File: src/rtl/id_ex_stage_reg_if.sv
// ID/EX boundary bundle: decoder-side inputs (_i), EX-side registered outputs (_o),
// hazard stall and event counters. master = decode/test side, slave = stage register.
interface id_ex_stage_reg_if #(
  parameter int DATA_WIDTH = 32,
  parameter int CNT_WIDTH  = 16
);
  logic                  Valid_i;
  logic                  Flush_i;
  logic [1:0]            Jal_i;
  logic                  Auipc_i;
  logic                  Branch_i;
  logic                  Mem_Read_i;
  logic [1:0]            Mem_to_Reg_i;
  logic                  Mem_Write_i;
  logic                  ALU_Src_i;
  logic                  Reg_Write_i;
  logic [2:0]            ALU_Op_i;
  logic [DATA_WIDTH-1:0] PC_i;
  logic [DATA_WIDTH-1:0] Rs1_Data_i;
  logic [DATA_WIDTH-1:0] Rs2_Data_i;
  logic [DATA_WIDTH-1:0] Imm_i;
  logic [4:0]            Rs1_Addr_i;
  logic [4:0]            Rs2_Addr_i;
  logic [4:0]            Rd_Addr_i;
  logic [2:0]            Funct3_i;
  logic                  Funct7_b5_i;

  logic                  Valid_o;
  logic [1:0]            Jal_o;
  logic                  Auipc_o;
  logic                  Branch_o;
  logic                  Mem_Read_o;
  logic [1:0]            Mem_to_Reg_o;
  logic                  Mem_Write_o;
  logic                  ALU_Src_o;
  logic                  Reg_Write_o;
  logic [2:0]            ALU_Op_o;
  logic [DATA_WIDTH-1:0] PC_o;
  logic [DATA_WIDTH-1:0] Rs1_Data_o;
  logic [DATA_WIDTH-1:0] Rs2_Data_o;
  logic [DATA_WIDTH-1:0] Imm_o;
  logic [4:0]            Rs1_Addr_o;
  logic [4:0]            Rs2_Addr_o;
  logic [4:0]            Rd_Addr_o;
  logic [2:0]            Funct3_o;
  logic                  Funct7_b5_o;
  logic                  Stall_o;
  logic [CNT_WIDTH-1:0]  Stall_Count_o;
  logic [CNT_WIDTH-1:0]  Flush_Count_o;

  modport master (
    output Valid_i, Flush_i, Jal_i, Auipc_i, Branch_i, Mem_Read_i, Mem_to_Reg_i,
           Mem_Write_i, ALU_Src_i, Reg_Write_i, ALU_Op_i, PC_i, Rs1_Data_i,
           Rs2_Data_i, Imm_i, Rs1_Addr_i, Rs2_Addr_i, Rd_Addr_i, Funct3_i, Funct7_b5_i,
    input  Valid_o, Jal_o, Auipc_o, Branch_o, Mem_Read_o, Mem_to_Reg_o,
           Mem_Write_o, ALU_Src_o, Reg_Write_o, ALU_Op_o, PC_o, Rs1_Data_o,
           Rs2_Data_o, Imm_o, Rs1_Addr_o, Rs2_Addr_o, Rd_Addr_o, Funct3_o, Funct7_b5_o,
           Stall_o, Stall_Count_o, Flush_Count_o
  );

  modport slave (
    input  Valid_i, Flush_i, Jal_i, Auipc_i, Branch_i, Mem_Read_i, Mem_to_Reg_i,
           Mem_Write_i, ALU_Src_i, Reg_Write_i, ALU_Op_i, PC_i, Rs1_Data_i,
           Rs2_Data_i, Imm_i, Rs1_Addr_i, Rs2_Addr_i, Rd_Addr_i, Funct3_i, Funct7_b5_i,
    output Valid_o, Jal_o, Auipc_o, Branch_o, Mem_Read_o, Mem_to_Reg_o,
           Mem_Write_o, ALU_Src_o, Reg_Write_o, ALU_Op_o, PC_o, Rs1_Data_o,
           Rs2_Data_o, Imm_o, Rs1_Addr_o, Rs2_Addr_o, Rd_Addr_o, Funct3_o, Funct7_b5_o,
           Stall_o, Stall_Count_o, Flush_Count_o
  );
endinterface

File: src/rtl/id_ex_stage_reg.sv
// ID/EX pipeline register with load-use hazard detection, bubble insertion on
// flush/stall, and saturating stall/flush event counters.
module id_ex_stage_reg #(
  parameter int DATA_WIDTH = 32,
  parameter int CNT_WIDTH  = 16
) (
  input logic             clk,
  input logic             reset,
  id_ex_stage_reg_if.slave ifc
);

  function automatic logic [CNT_WIDTH-1:0] sat_inc(input logic [CNT_WIDTH-1:0] c);
    return (&c) ? c : c + {{(CNT_WIDTH-1){1'b0}}, 1'b1};
  endfunction

  logic                  valid_p0;
  logic [1:0]            jal_p0;
  logic                  auipc_p0, branch_p0, mem_read_p0;
  logic [1:0]            mem_to_reg_p0;
  logic                  mem_write_p0, alu_src_p0, reg_write_p0;
  logic [2:0]            alu_op_p0;
  logic [DATA_WIDTH-1:0] pc_p0, rs1_data_p0, rs2_data_p0, imm_p0;
  logic [4:0]            rs1_addr_p0, rs2_addr_p0, rd_addr_p0;
  logic [2:0]            funct3_p0;
  logic                  funct7_b5_p0;
  logic [CNT_WIDTH-1:0]  stall_cnt_p0, flush_cnt_p0;

  logic rs1_used, rs2_used, hazard, stall, take_ctrl;

  // Source-use decode: jal/lui/auipc ignore rs1; rs2 only for stores and R-type/branches.
  assign rs1_used  = !(ifc.Jal_i == 2'b10) && !ifc.Auipc_i;
  assign rs2_used  = ifc.Mem_Write_i ||
                     (ifc.Jal_i == 2'b00 && !ifc.ALU_Src_i && (ifc.Reg_Write_i || ifc.Branch_i));
  assign hazard    = ifc.Valid_i && valid_p0 && mem_read_p0 && (rd_addr_p0 != 5'd0) &&
                     ((rs1_used && ifc.Rs1_Addr_i == rd_addr_p0) ||
                      (rs2_used && ifc.Rs2_Addr_i == rd_addr_p0));
  assign stall     = hazard && !ifc.Flush_i;
  assign take_ctrl = ifc.Valid_i && !ifc.Flush_i && !hazard;

  // ---- stage p0: ID -> EX boundary ----
  always_ff @(posedge clk) begin
    if (reset) begin
      valid_p0      <= 1'b0;
      jal_p0        <= '0;
      auipc_p0      <= 1'b0;
      branch_p0     <= 1'b0;
      mem_read_p0   <= 1'b0;
      mem_to_reg_p0 <= '0;
      mem_write_p0  <= 1'b0;
      alu_src_p0    <= 1'b0;
      reg_write_p0  <= 1'b0;
      alu_op_p0     <= '0;
      pc_p0         <= '0;
      rs1_data_p0   <= '0;
      rs2_data_p0   <= '0;
      imm_p0        <= '0;
      rs1_addr_p0   <= '0;
      rs2_addr_p0   <= '0;
      rd_addr_p0    <= '0;
      funct3_p0     <= '0;
      funct7_b5_p0  <= 1'b0;
      stall_cnt_p0  <= '0;
      flush_cnt_p0  <= '0;
    end else begin
      valid_p0      <= take_ctrl;
      jal_p0        <= take_ctrl ? ifc.Jal_i        : 2'b00;
      auipc_p0      <= take_ctrl ? ifc.Auipc_i      : 1'b0;
      branch_p0     <= take_ctrl ? ifc.Branch_i     : 1'b0;
      mem_read_p0   <= take_ctrl ? ifc.Mem_Read_i   : 1'b0;
      mem_to_reg_p0 <= take_ctrl ? ifc.Mem_to_Reg_i : 2'b00;
      mem_write_p0  <= take_ctrl ? ifc.Mem_Write_i  : 1'b0;
      alu_src_p0    <= take_ctrl ? ifc.ALU_Src_i    : 1'b0;
      reg_write_p0  <= take_ctrl ? ifc.Reg_Write_i  : 1'b0;
      alu_op_p0     <= take_ctrl ? ifc.ALU_Op_i     : 3'b000;
      // Operand fields always capture; EX qualifies them with Valid_o.
      pc_p0         <= ifc.PC_i;
      rs1_data_p0   <= ifc.Rs1_Data_i;
      rs2_data_p0   <= ifc.Rs2_Data_i;
      imm_p0        <= ifc.Imm_i;
      rs1_addr_p0   <= ifc.Rs1_Addr_i;
      rs2_addr_p0   <= ifc.Rs2_Addr_i;
      rd_addr_p0    <= ifc.Rd_Addr_i;
      funct3_p0     <= ifc.Funct3_i;
      funct7_b5_p0  <= ifc.Funct7_b5_i;
      if (stall)       stall_cnt_p0 <= sat_inc(stall_cnt_p0);
      if (ifc.Flush_i) flush_cnt_p0 <= sat_inc(flush_cnt_p0);
    end
  end

  assign ifc.Valid_o       = valid_p0;
  assign ifc.Jal_o         = jal_p0;
  assign ifc.Auipc_o       = auipc_p0;
  assign ifc.Branch_o      = branch_p0;
  assign ifc.Mem_Read_o    = mem_read_p0;
  assign ifc.Mem_to_Reg_o  = mem_to_reg_p0;
  assign ifc.Mem_Write_o   = mem_write_p0;
  assign ifc.ALU_Src_o     = alu_src_p0;
  assign ifc.Reg_Write_o   = reg_write_p0;
  assign ifc.ALU_Op_o      = alu_op_p0;
  assign ifc.PC_o          = pc_p0;
  assign ifc.Rs1_Data_o    = rs1_data_p0;
  assign ifc.Rs2_Data_o    = rs2_data_p0;
  assign ifc.Imm_o         = imm_p0;
  assign ifc.Rs1_Addr_o    = rs1_addr_p0;
  assign ifc.Rs2_Addr_o    = rs2_addr_p0;
  assign ifc.Rd_Addr_o     = rd_addr_p0;
  assign ifc.Funct3_o      = funct3_p0;
  assign ifc.Funct7_b5_o   = funct7_b5_p0;
  assign ifc.Stall_o       = stall;
  assign ifc.Stall_Count_o = stall_cnt_p0;
  assign ifc.Flush_Count_o = flush_cnt_p0;

endmodule

File: src/flat_wrapper.sv
// flat-port wrapper written by rule: the top's interface ports become plain ports
module id_ex_stage_reg_flat 
#(
  parameter int DATA_WIDTH = 32,
  parameter int CNT_WIDTH  = 16
)
  (clk, reset, ifc_Valid_i, ifc_Flush_i, ifc_Jal_i, ifc_Auipc_i, ifc_Branch_i, ifc_Mem_Read_i, ifc_Mem_to_Reg_i, ifc_Mem_Write_i, ifc_ALU_Src_i, ifc_Reg_Write_i, ifc_ALU_Op_i, ifc_PC_i, ifc_Rs1_Data_i, ifc_Rs2_Data_i, ifc_Imm_i, ifc_Rs1_Addr_i, ifc_Rs2_Addr_i, ifc_Rd_Addr_i, ifc_Funct3_i, ifc_Funct7_b5_i, ifc_Valid_o, ifc_Jal_o, ifc_Auipc_o, ifc_Branch_o, ifc_Mem_Read_o, ifc_Mem_to_Reg_o, ifc_Mem_Write_o, ifc_ALU_Src_o, ifc_Reg_Write_o, ifc_ALU_Op_o, ifc_PC_o, ifc_Rs1_Data_o, ifc_Rs2_Data_o, ifc_Imm_o, ifc_Rs1_Addr_o, ifc_Rs2_Addr_o, ifc_Rd_Addr_o, ifc_Funct3_o, ifc_Funct7_b5_o, ifc_Stall_o, ifc_Stall_Count_o, ifc_Flush_Count_o);
  id_ex_stage_reg_if #(.DATA_WIDTH(DATA_WIDTH), .CNT_WIDTH(CNT_WIDTH)) ifc_i ();
  input logic clk;
  input logic reset;
  input wire logic [$bits(ifc_i.Valid_i)-1:0] ifc_Valid_i;
  input wire logic [$bits(ifc_i.Flush_i)-1:0] ifc_Flush_i;
  input wire logic [$bits(ifc_i.Jal_i)-1:0] ifc_Jal_i;
  input wire logic [$bits(ifc_i.Auipc_i)-1:0] ifc_Auipc_i;
  input wire logic [$bits(ifc_i.Branch_i)-1:0] ifc_Branch_i;
  input wire logic [$bits(ifc_i.Mem_Read_i)-1:0] ifc_Mem_Read_i;
  input wire logic [$bits(ifc_i.Mem_to_Reg_i)-1:0] ifc_Mem_to_Reg_i;
  input wire logic [$bits(ifc_i.Mem_Write_i)-1:0] ifc_Mem_Write_i;
  input wire logic [$bits(ifc_i.ALU_Src_i)-1:0] ifc_ALU_Src_i;
  input wire logic [$bits(ifc_i.Reg_Write_i)-1:0] ifc_Reg_Write_i;
  input wire logic [$bits(ifc_i.ALU_Op_i)-1:0] ifc_ALU_Op_i;
  input wire logic [$bits(ifc_i.PC_i)-1:0] ifc_PC_i;
  input wire logic [$bits(ifc_i.Rs1_Data_i)-1:0] ifc_Rs1_Data_i;
  input wire logic [$bits(ifc_i.Rs2_Data_i)-1:0] ifc_Rs2_Data_i;
  input wire logic [$bits(ifc_i.Imm_i)-1:0] ifc_Imm_i;
  input wire logic [$bits(ifc_i.Rs1_Addr_i)-1:0] ifc_Rs1_Addr_i;
  input wire logic [$bits(ifc_i.Rs2_Addr_i)-1:0] ifc_Rs2_Addr_i;
  input wire logic [$bits(ifc_i.Rd_Addr_i)-1:0] ifc_Rd_Addr_i;
  input wire logic [$bits(ifc_i.Funct3_i)-1:0] ifc_Funct3_i;
  input wire logic [$bits(ifc_i.Funct7_b5_i)-1:0] ifc_Funct7_b5_i;
  output wire logic [$bits(ifc_i.Valid_o)-1:0] ifc_Valid_o;
  output wire logic [$bits(ifc_i.Jal_o)-1:0] ifc_Jal_o;
  output wire logic [$bits(ifc_i.Auipc_o)-1:0] ifc_Auipc_o;
  output wire logic [$bits(ifc_i.Branch_o)-1:0] ifc_Branch_o;
  output wire logic [$bits(ifc_i.Mem_Read_o)-1:0] ifc_Mem_Read_o;
  output wire logic [$bits(ifc_i.Mem_to_Reg_o)-1:0] ifc_Mem_to_Reg_o;
  output wire logic [$bits(ifc_i.Mem_Write_o)-1:0] ifc_Mem_Write_o;
  output wire logic [$bits(ifc_i.ALU_Src_o)-1:0] ifc_ALU_Src_o;
  output wire logic [$bits(ifc_i.Reg_Write_o)-1:0] ifc_Reg_Write_o;
  output wire logic [$bits(ifc_i.ALU_Op_o)-1:0] ifc_ALU_Op_o;
  output wire logic [$bits(ifc_i.PC_o)-1:0] ifc_PC_o;
  output wire logic [$bits(ifc_i.Rs1_Data_o)-1:0] ifc_Rs1_Data_o;
  output wire logic [$bits(ifc_i.Rs2_Data_o)-1:0] ifc_Rs2_Data_o;
  output wire logic [$bits(ifc_i.Imm_o)-1:0] ifc_Imm_o;
  output wire logic [$bits(ifc_i.Rs1_Addr_o)-1:0] ifc_Rs1_Addr_o;
  output wire logic [$bits(ifc_i.Rs2_Addr_o)-1:0] ifc_Rs2_Addr_o;
  output wire logic [$bits(ifc_i.Rd_Addr_o)-1:0] ifc_Rd_Addr_o;
  output wire logic [$bits(ifc_i.Funct3_o)-1:0] ifc_Funct3_o;
  output wire logic [$bits(ifc_i.Funct7_b5_o)-1:0] ifc_Funct7_b5_o;
  output wire logic [$bits(ifc_i.Stall_o)-1:0] ifc_Stall_o;
  output wire logic [$bits(ifc_i.Stall_Count_o)-1:0] ifc_Stall_Count_o;
  output wire logic [$bits(ifc_i.Flush_Count_o)-1:0] ifc_Flush_Count_o;
  assign ifc_i.Valid_i = ifc_Valid_i;
  assign ifc_i.Flush_i = ifc_Flush_i;
  assign ifc_i.Jal_i = ifc_Jal_i;
  assign ifc_i.Auipc_i = ifc_Auipc_i;
  assign ifc_i.Branch_i = ifc_Branch_i;
  assign ifc_i.Mem_Read_i = ifc_Mem_Read_i;
  assign ifc_i.Mem_to_Reg_i = ifc_Mem_to_Reg_i;
  assign ifc_i.Mem_Write_i = ifc_Mem_Write_i;
  assign ifc_i.ALU_Src_i = ifc_ALU_Src_i;
  assign ifc_i.Reg_Write_i = ifc_Reg_Write_i;
  assign ifc_i.ALU_Op_i = ifc_ALU_Op_i;
  assign ifc_i.PC_i = ifc_PC_i;
  assign ifc_i.Rs1_Data_i = ifc_Rs1_Data_i;
  assign ifc_i.Rs2_Data_i = ifc_Rs2_Data_i;
  assign ifc_i.Imm_i = ifc_Imm_i;
  assign ifc_i.Rs1_Addr_i = ifc_Rs1_Addr_i;
  assign ifc_i.Rs2_Addr_i = ifc_Rs2_Addr_i;
  assign ifc_i.Rd_Addr_i = ifc_Rd_Addr_i;
  assign ifc_i.Funct3_i = ifc_Funct3_i;
  assign ifc_i.Funct7_b5_i = ifc_Funct7_b5_i;
  assign ifc_Valid_o = ifc_i.Valid_o;
  assign ifc_Jal_o = ifc_i.Jal_o;
  assign ifc_Auipc_o = ifc_i.Auipc_o;
  assign ifc_Branch_o = ifc_i.Branch_o;
  assign ifc_Mem_Read_o = ifc_i.Mem_Read_o;
  assign ifc_Mem_to_Reg_o = ifc_i.Mem_to_Reg_o;
  assign ifc_Mem_Write_o = ifc_i.Mem_Write_o;
  assign ifc_ALU_Src_o = ifc_i.ALU_Src_o;
  assign ifc_Reg_Write_o = ifc_i.Reg_Write_o;
  assign ifc_ALU_Op_o = ifc_i.ALU_Op_o;
  assign ifc_PC_o = ifc_i.PC_o;
  assign ifc_Rs1_Data_o = ifc_i.Rs1_Data_o;
  assign ifc_Rs2_Data_o = ifc_i.Rs2_Data_o;
  assign ifc_Imm_o = ifc_i.Imm_o;
  assign ifc_Rs1_Addr_o = ifc_i.Rs1_Addr_o;
  assign ifc_Rs2_Addr_o = ifc_i.Rs2_Addr_o;
  assign ifc_Rd_Addr_o = ifc_i.Rd_Addr_o;
  assign ifc_Funct3_o = ifc_i.Funct3_o;
  assign ifc_Funct7_b5_o = ifc_i.Funct7_b5_o;
  assign ifc_Stall_o = ifc_i.Stall_o;
  assign ifc_Stall_Count_o = ifc_i.Stall_Count_o;
  assign ifc_Flush_Count_o = ifc_i.Flush_Count_o;
  id_ex_stage_reg #(.DATA_WIDTH(DATA_WIDTH), .CNT_WIDTH(CNT_WIDTH)) u_core (.clk(clk), .reset(reset), .ifc(ifc_i));
endmodule
File: config.mk
export PLATFORM = sky130hd
export DESIGN_NAME = id_ex_stage_reg_flat
export DESIGN_NICKNAME = d
export VERILOG_FILES = /design/src/rtl/id_ex_stage_reg_if.sv /design/src/rtl/id_ex_stage_reg.sv /design/src/flat_wrapper.sv
export SDC_FILE = /design/constraint.sdc
export NUM_CORES = 1
export LEC_CHECK = 0
export BUFFER_PORTS_ARGS = -buffer_cell sky130_fd_sc_hd__buf_2
export CORE_AREA = 4 4 139 141
export CTS_CLUSTER_DIAMETER = 120
export DETAILED_ROUTE_END_ITERATION = 8
export DIE_AREA = 0 0 143 145
export SYNTH_ARGS = -nofsm -noshare
export SYNTH_HDL_FRONTEND = slang
export SYNTH_SLANG_ARGS = --single-unit
File: constraint.sdc
create_clock -name clk -period 2.9 [get_ports clk]
set_clock_uncertainty 0.2 [all_clocks]
set_input_delay 0.29 -clock clk [delete_from_list [all_inputs] [get_ports clk]]
set_output_delay 0.29 -clock clk [all_outputs]
set_load 0.05 [all_outputs]
After elaboration in Yosys (flattened, before gate mapping)
Cells that the tools add are included.
- register bits after elaboration: 193
- output and inout port bits: 194
- logic and storage cells: 56
- add/subtract/negate cells: 2
- equality and inequality tests: 3
- bitwise operators: 3
- reduce and logical (&&, ||, !) cells: 27
- operators with widths (kind ; count):
    16-bit by 1-bit adder with 16-bit output, second input constant ; 2
    16-bit AND reduction ; 2
    1-bit logical AND ; 12
    5-bit == test ; 2
    1-bit logical NOT ; 5
    5-bit nonzero test ; 1
    2-bit AND reduction ; 2
    1-bit logical OR ; 3
    1-bit NOT ; 3
    2-bit == test, second input constant ; 1
    2-bit logical NOT ; 1
    2-bit OR reduction ; 1

Logic depth before layout (Yosys ltp)
- word-level depth: 11
- depth in mapped cells: 9

Least setup slack after synthesis
OpenSTA, ideal clock, no wires.
- path type: flip-flop to output port
- start point: register u_core.rd_addr_p0[3] (netlist: u_core.ifc.Rd_Addr_o[3])
- end point: output ifc_Stall_o
- arrival time: 2007 ps
- setup slack: 403 ps
- cell stages (with the launch flop): 5
- cell sequence: dfxtp_1 xor2_1 nor4_1 nand3_1 a21oi_1
- longest elaborated chain between the ends: 5
- elaborated cells between the ends (all ways): 9
- those cells by class: eq/ne (2); reduce/logical (7)
- ends and longest elaborated chain (what ; RTL line ; source):
    start: declaration ; id_ex_stage_reg.sv:23 ; logic [4:0] rs1_addr_p0, rs2_addr_p0, rd_addr_p0;
    start signal: assignment ; id_ex_stage_reg.sv:82 ; rd_addr_p0 <= ifc.Rd_Addr_i;
    5-bit == test, on equally long branches ; id_ex_stage_reg.sv:35, id_ex_stage_reg.sv:36 ;
    1-bit logical AND, on equally long branches ; id_ex_stage_reg.sv:35, id_ex_stage_reg.sv:36 ;
    1-bit logical OR ; id_ex_stage_reg.sv:35 ; ((rs1_used && ifc.Rs1_Addr_i == rd_addr_p0) ||
    1-bit logical AND (*) ; id_ex_stage_reg.sv:34 ; assign hazard = ifc.Valid_i && valid_p0 && mem_read_p0 && (rd_addr_p0 != 5'd0) &&
    1-bit logical AND (*) ; id_ex_stage_reg.sv:37 ; assign stall = hazard && !ifc.Flush_i;
    end: declaration ; flat_wrapper.sv:50 ; output wire logic [$bits(ifc_i.Stall_o)-1:0] ifc_Stall_o;
Mark *: on every way between the ends. The rest lies on a longest branch, timed or not.

Final worst setup path
- start point: input ifc_Jal_i[1]
- end point: register u_core.stall_cnt_p0[9] (netlist: u_core.ifc.Stall_Count_o[9])
- longest elaborated chain between the ends: 9
- elaborated cells between the ends (all ways): 13
- those cells by class: eq/ne (1); reduce/logical (12)
- ends and longest elaborated chain (what ; RTL line ; source):
    start: declaration ; flat_wrapper.sv:13 ; input wire logic [$bits(ifc_i.Jal_i)-1:0] ifc_Jal_i;
    2-bit logical NOT ; id_ex_stage_reg.sv:33 ; (ifc.Jal_i == 2'b00 && !ifc.ALU_Src_i && (ifc.Reg_Write_i || ifc.Branch_i));
    1-bit logical AND (2 in a row) ; id_ex_stage_reg.sv:33 ;
    1-bit logical OR ; id_ex_stage_reg.sv:32 ; assign rs2_used = ifc.Mem_Write_i ||
    1-bit logical AND ; id_ex_stage_reg.sv:36 ; (rs2_used && ifc.Rs2_Addr_i == rd_addr_p0));
    1-bit logical OR (*) ; id_ex_stage_reg.sv:35 ;
    1-bit logical AND (*) ; id_ex_stage_reg.sv:34 ;
    1-bit logical AND (*) ; id_ex_stage_reg.sv:37 ;
    2-bit AND reduction (no line) (*) ; -- ;
    end signal: assignment ; id_ex_stage_reg.sv:85 ; if (stall) stall_cnt_p0 <= sat_inc(stall_cnt_p0);
    end: declaration ; id_ex_stage_reg.sv:26 ; logic [CNT_WIDTH-1:0] stall_cnt_p0, flush_cnt_p0;
Marked as above.
A chain may end at the register's enable or synchronous reset.

==> out/qor.txt <==
TritonCTS clock tree: yes
I/O pin count: 358
fraction of layout cells with a size suffix above 1: 36.6%
status: completed
CTS Root Cell: clkbuf_16
Initial DRT Pass Iterations: 4
WP data arrival: 2.83 ns
setup TNS: 0 ns
fmax: 372 MHz
die area: 20,700 um^2
area post-placement: 8030 um^2
H-tree depth: 4
Total GRT Usage: 19.1%
worst endpoint required time: 3.04 ns
largest net degree at the start of global routing: 75
Die Y-Extent: 145 um
CP Launch Type: primary input
NumNets Final: 1,226
fill cell count: 1,510
final WL: 20,300 um
Overflow after GRT: 0
number of port buffers: 357
clock slew at reported path FFs: 0.07 ns
Bufs and invs on worst path: 2
number of synthesis warnings: 0
Synth Cell Area: 6010 um^2
DP HPWL: 13,700 um
crit-path cells: dlygate4sd3_1 > buf_2 > o41ai_2 > nand3_1 > a211o_1 > or4_1 > a21oi_1
Seq cells post-synth: 193
Gate Count Post-Synth: 546
largest family of logic cells by synthesized area: simple AND/OR/NAND/NOR gates
Vias/cell: 4.30
Syn Area/Cell: 11.0 um^2
die width: 143 um
Crit path max-delay family: compound AO/OA/AOI/OAI gates
Leak: 4.88 nW
Slew Limit Fails: 0
Worst Max-Slew Pin Slew: 0.657 ns
ratio of total power to cell area: 591 nW/um^2
sequential area share after synthesis: 64.3%
Hold Buf Count CTS: 160
Min-Delay Path Class: in -> reg
post-CTS sizing: 0
worst-skew pair later-pin latency: 0.42 ns
DR iter-0 viols: 174
initial antenna violation count: 1
Final ANT Viol Nets: 0
core area: 18,000 um^2
post-layout min period: 2.69 ns
slowest CP cell: a211o_1
Fin. Hold Viols: 0
setup violators final: 0
number of global-route vias before repair: 5,849
Peak supply drop: 0.000373 V
CTS Buf Count: 17
Via Count: 5,607
Tcrit/Tclk final: 92.8%
Initial Util: 33.5%
crit path capture type: flip-flop
Post-CTS Setup Repair Bufs: 0
RSZ-0062 raised after global routing: false
largest stage delay on the critical path: 0.56 ns
mux cell area share after synthesis: 0.687%
row count: 49
WL per Instance: 15.6 um
CTS Sinks: 193
post-synthesis simple-gate area fraction: 24.8%
post-synthesis adder-cell area fraction: 0.416%
Mapped Nets: 712
Synth Area in Compound Gates: 4.06%
first-pass GRT wire length: 31,200 um
Area growth, synth to finish: 69.6%
Max clock buf depth: 2
crit path max fanout: 22
Distinct cells, synth: 34
xor-xnor portion of the synthesized cell area: 3.64%
design area: 10,200 um^2
Final GP Congestion: 0.834
relative slew slack: 56.2%
CP Class: in -> reg
drc violations: 0
Max Cap Viol: 0
worst register-to-register path: stages, from the launching register on:
cell	delay [ns]
dfxtp_1	0.35
xor2_1	0.17
nor4_1	0.38
nand3_1	0.20
a211o_1	0.52
or4_1	0.48
a21oi_1	0.14
final timing paths:
path | slack (ns) | start | endpoint | cells past startpoint
max | 0.21 | ifc_Jal_i[1] | u_core.ifc.Stall_Count_o[9] | 7
min | 0.04 | ifc_Valid_i | u_core.ifc.Valid_o | 3
max reg2reg | 0.38 | u_core.ifc.Rd_Addr_o[3] | u_core.ifc.Stall_Count_o[9] | 6
min reg2reg | 0.31 | u_core.ifc.Stall_Count_o[9] | u_core.ifc.Stall_Count_o[9] | 2
power by group:
group / internal [mW] / leakage, nW / switching (mW)
Sequential: 2.77 / 1.60 / 0.0351
Combinational: 0.369 / 3.01 / 0.624
Clock: 1.15 / 0.267 / 1.08
logic make-up after synthesis:
kind of cell    Yosys count
compound gates           36
xor+xnor                 25
fa+ha+maj                 2
buf+inv                  30
flops                   193
mux                       4
simple gates            256
per-layer routing:
| metal | up-vias | track usage, % | part of all wire (%) |
|---|---|---|---|
| met5 | - | 0 | 0 |
| met4 | 0 | 8.41 | 3.2 |
| met3 | 47 | 7.31 | 9.6 |
| met2 | 242 | 33.5 | 50 |
| met1 | 2527 | 20.2 | 37 |
| li1 | 2791 | - | - |
layout make-up:
| cell class | instances | area [um^2] | share of cell area [%] |
|---|---|---|---|
| diodes | 1 | 2.50 | 0.0246 |
| clock buffers | 19 | 443 | 4.35 |
| clock inverters | 13 | 116 | 1.14 |
| inverters | 6 | 22.5 | 0.221 |
| multi-input cells | 323 | 2020 | 19.8 |
| flip-flops and latches | 193 | 3860 | 37.9 |
| well taps | 229 | 287 | 2.81 |
| repair buffers | 519 | 3430 | 33.7 |
layout by cell type (no fill, tap or decap), types with 2 or more instances in the layout:
cell type and instances:
mux2i_1 3, dfxtp_1 193, xnor2_1 4, nor2_1 23, and4_1 2, clkbuf_16 17
o21ai_0 12, and3_1 9, inv_6 7, or3_1 12, inv_1 6, ha_1 2
xor2_1 21, dlygate4sd3_1 160, and2_1 16, buf_12 2, nand4_1 7, nand3_1 19
buf_2 356, clkinvlp_4 3, or4_1 2, a21oi_1 14, nor2b_1 149, nor3_1 3
o311a_1 2, nand2_1 13
registers in the layout, summed over array words and instances, names as in the netlist, 3 cells and up:
| signal | cells |
|---|---|
| u_core.ifc.Rs1_Addr_o | 5 |
| u_core.ifc.Rs1_Data_o | 32 |
| u_core.ifc.Rs2_Data_o | 32 |
| u_core.ifc.Stall_Count_o | 16 |
| u_core.ifc.ALU_Op_o | 3 |
| u_core.ifc.Imm_o | 32 |
| u_core.ifc.Rs2_Addr_o | 5 |
| u_core.ifc.Funct3_o | 3 |
| u_core.ifc.Flush_Count_o | 16 |
| u_core.ifc.Rd_Addr_o | 5 |
| u_core.ifc.PC_o | 32 |
per-stage QoR:
stage	hold WS, ns	total power, mW	setup WS, ns	util (%)	cells
floorplan	0.212	3.41	0.403	-	546
detailed placement	0.291	3.67	0.370	44.7	1110
CTS	0.0128	6.09	0.259	56.7	1302
finish	0.0351	6.02	0.210	56.7	1303
global route	0.0275	6.26	0.102	56.7	1303
global placement	0.290	3.67	0.408	44.7	1110
cells in the mapped netlist (all sizes together):
master	n	share of area, %
and3	9	0.94
ha	2	0.42
clkbuf	21	1.3
nor4	1	0.10
o22a	1	0.15
a31oi	1	0.10
dfxtp	193	64
a2111oi	1	0.46
o211a	1	0.17
a211o	1	0.15
nand2	13	0.81
nand4	7	0.73
nand3	19	1.6
or3	12	1.2
or4	2	0.25
o31ai	1	0.12
and4	2	0.29
nor2b	149	16
mux2i	3	0.50
o21ai	12	1.0
xnor2	4	0.58
nor3	3	0.25
and2	16	1.7
a21oi	14	1.2
inv	6	0.37
o31a	1	0.15
buf	3	0.40
o41ai	1	0.27
o311a	2	0.33
mux2	1	0.19
xor2	21	3.1
nor2	23	1.4
Note: power is estimated with default switching activity, not from simulation.
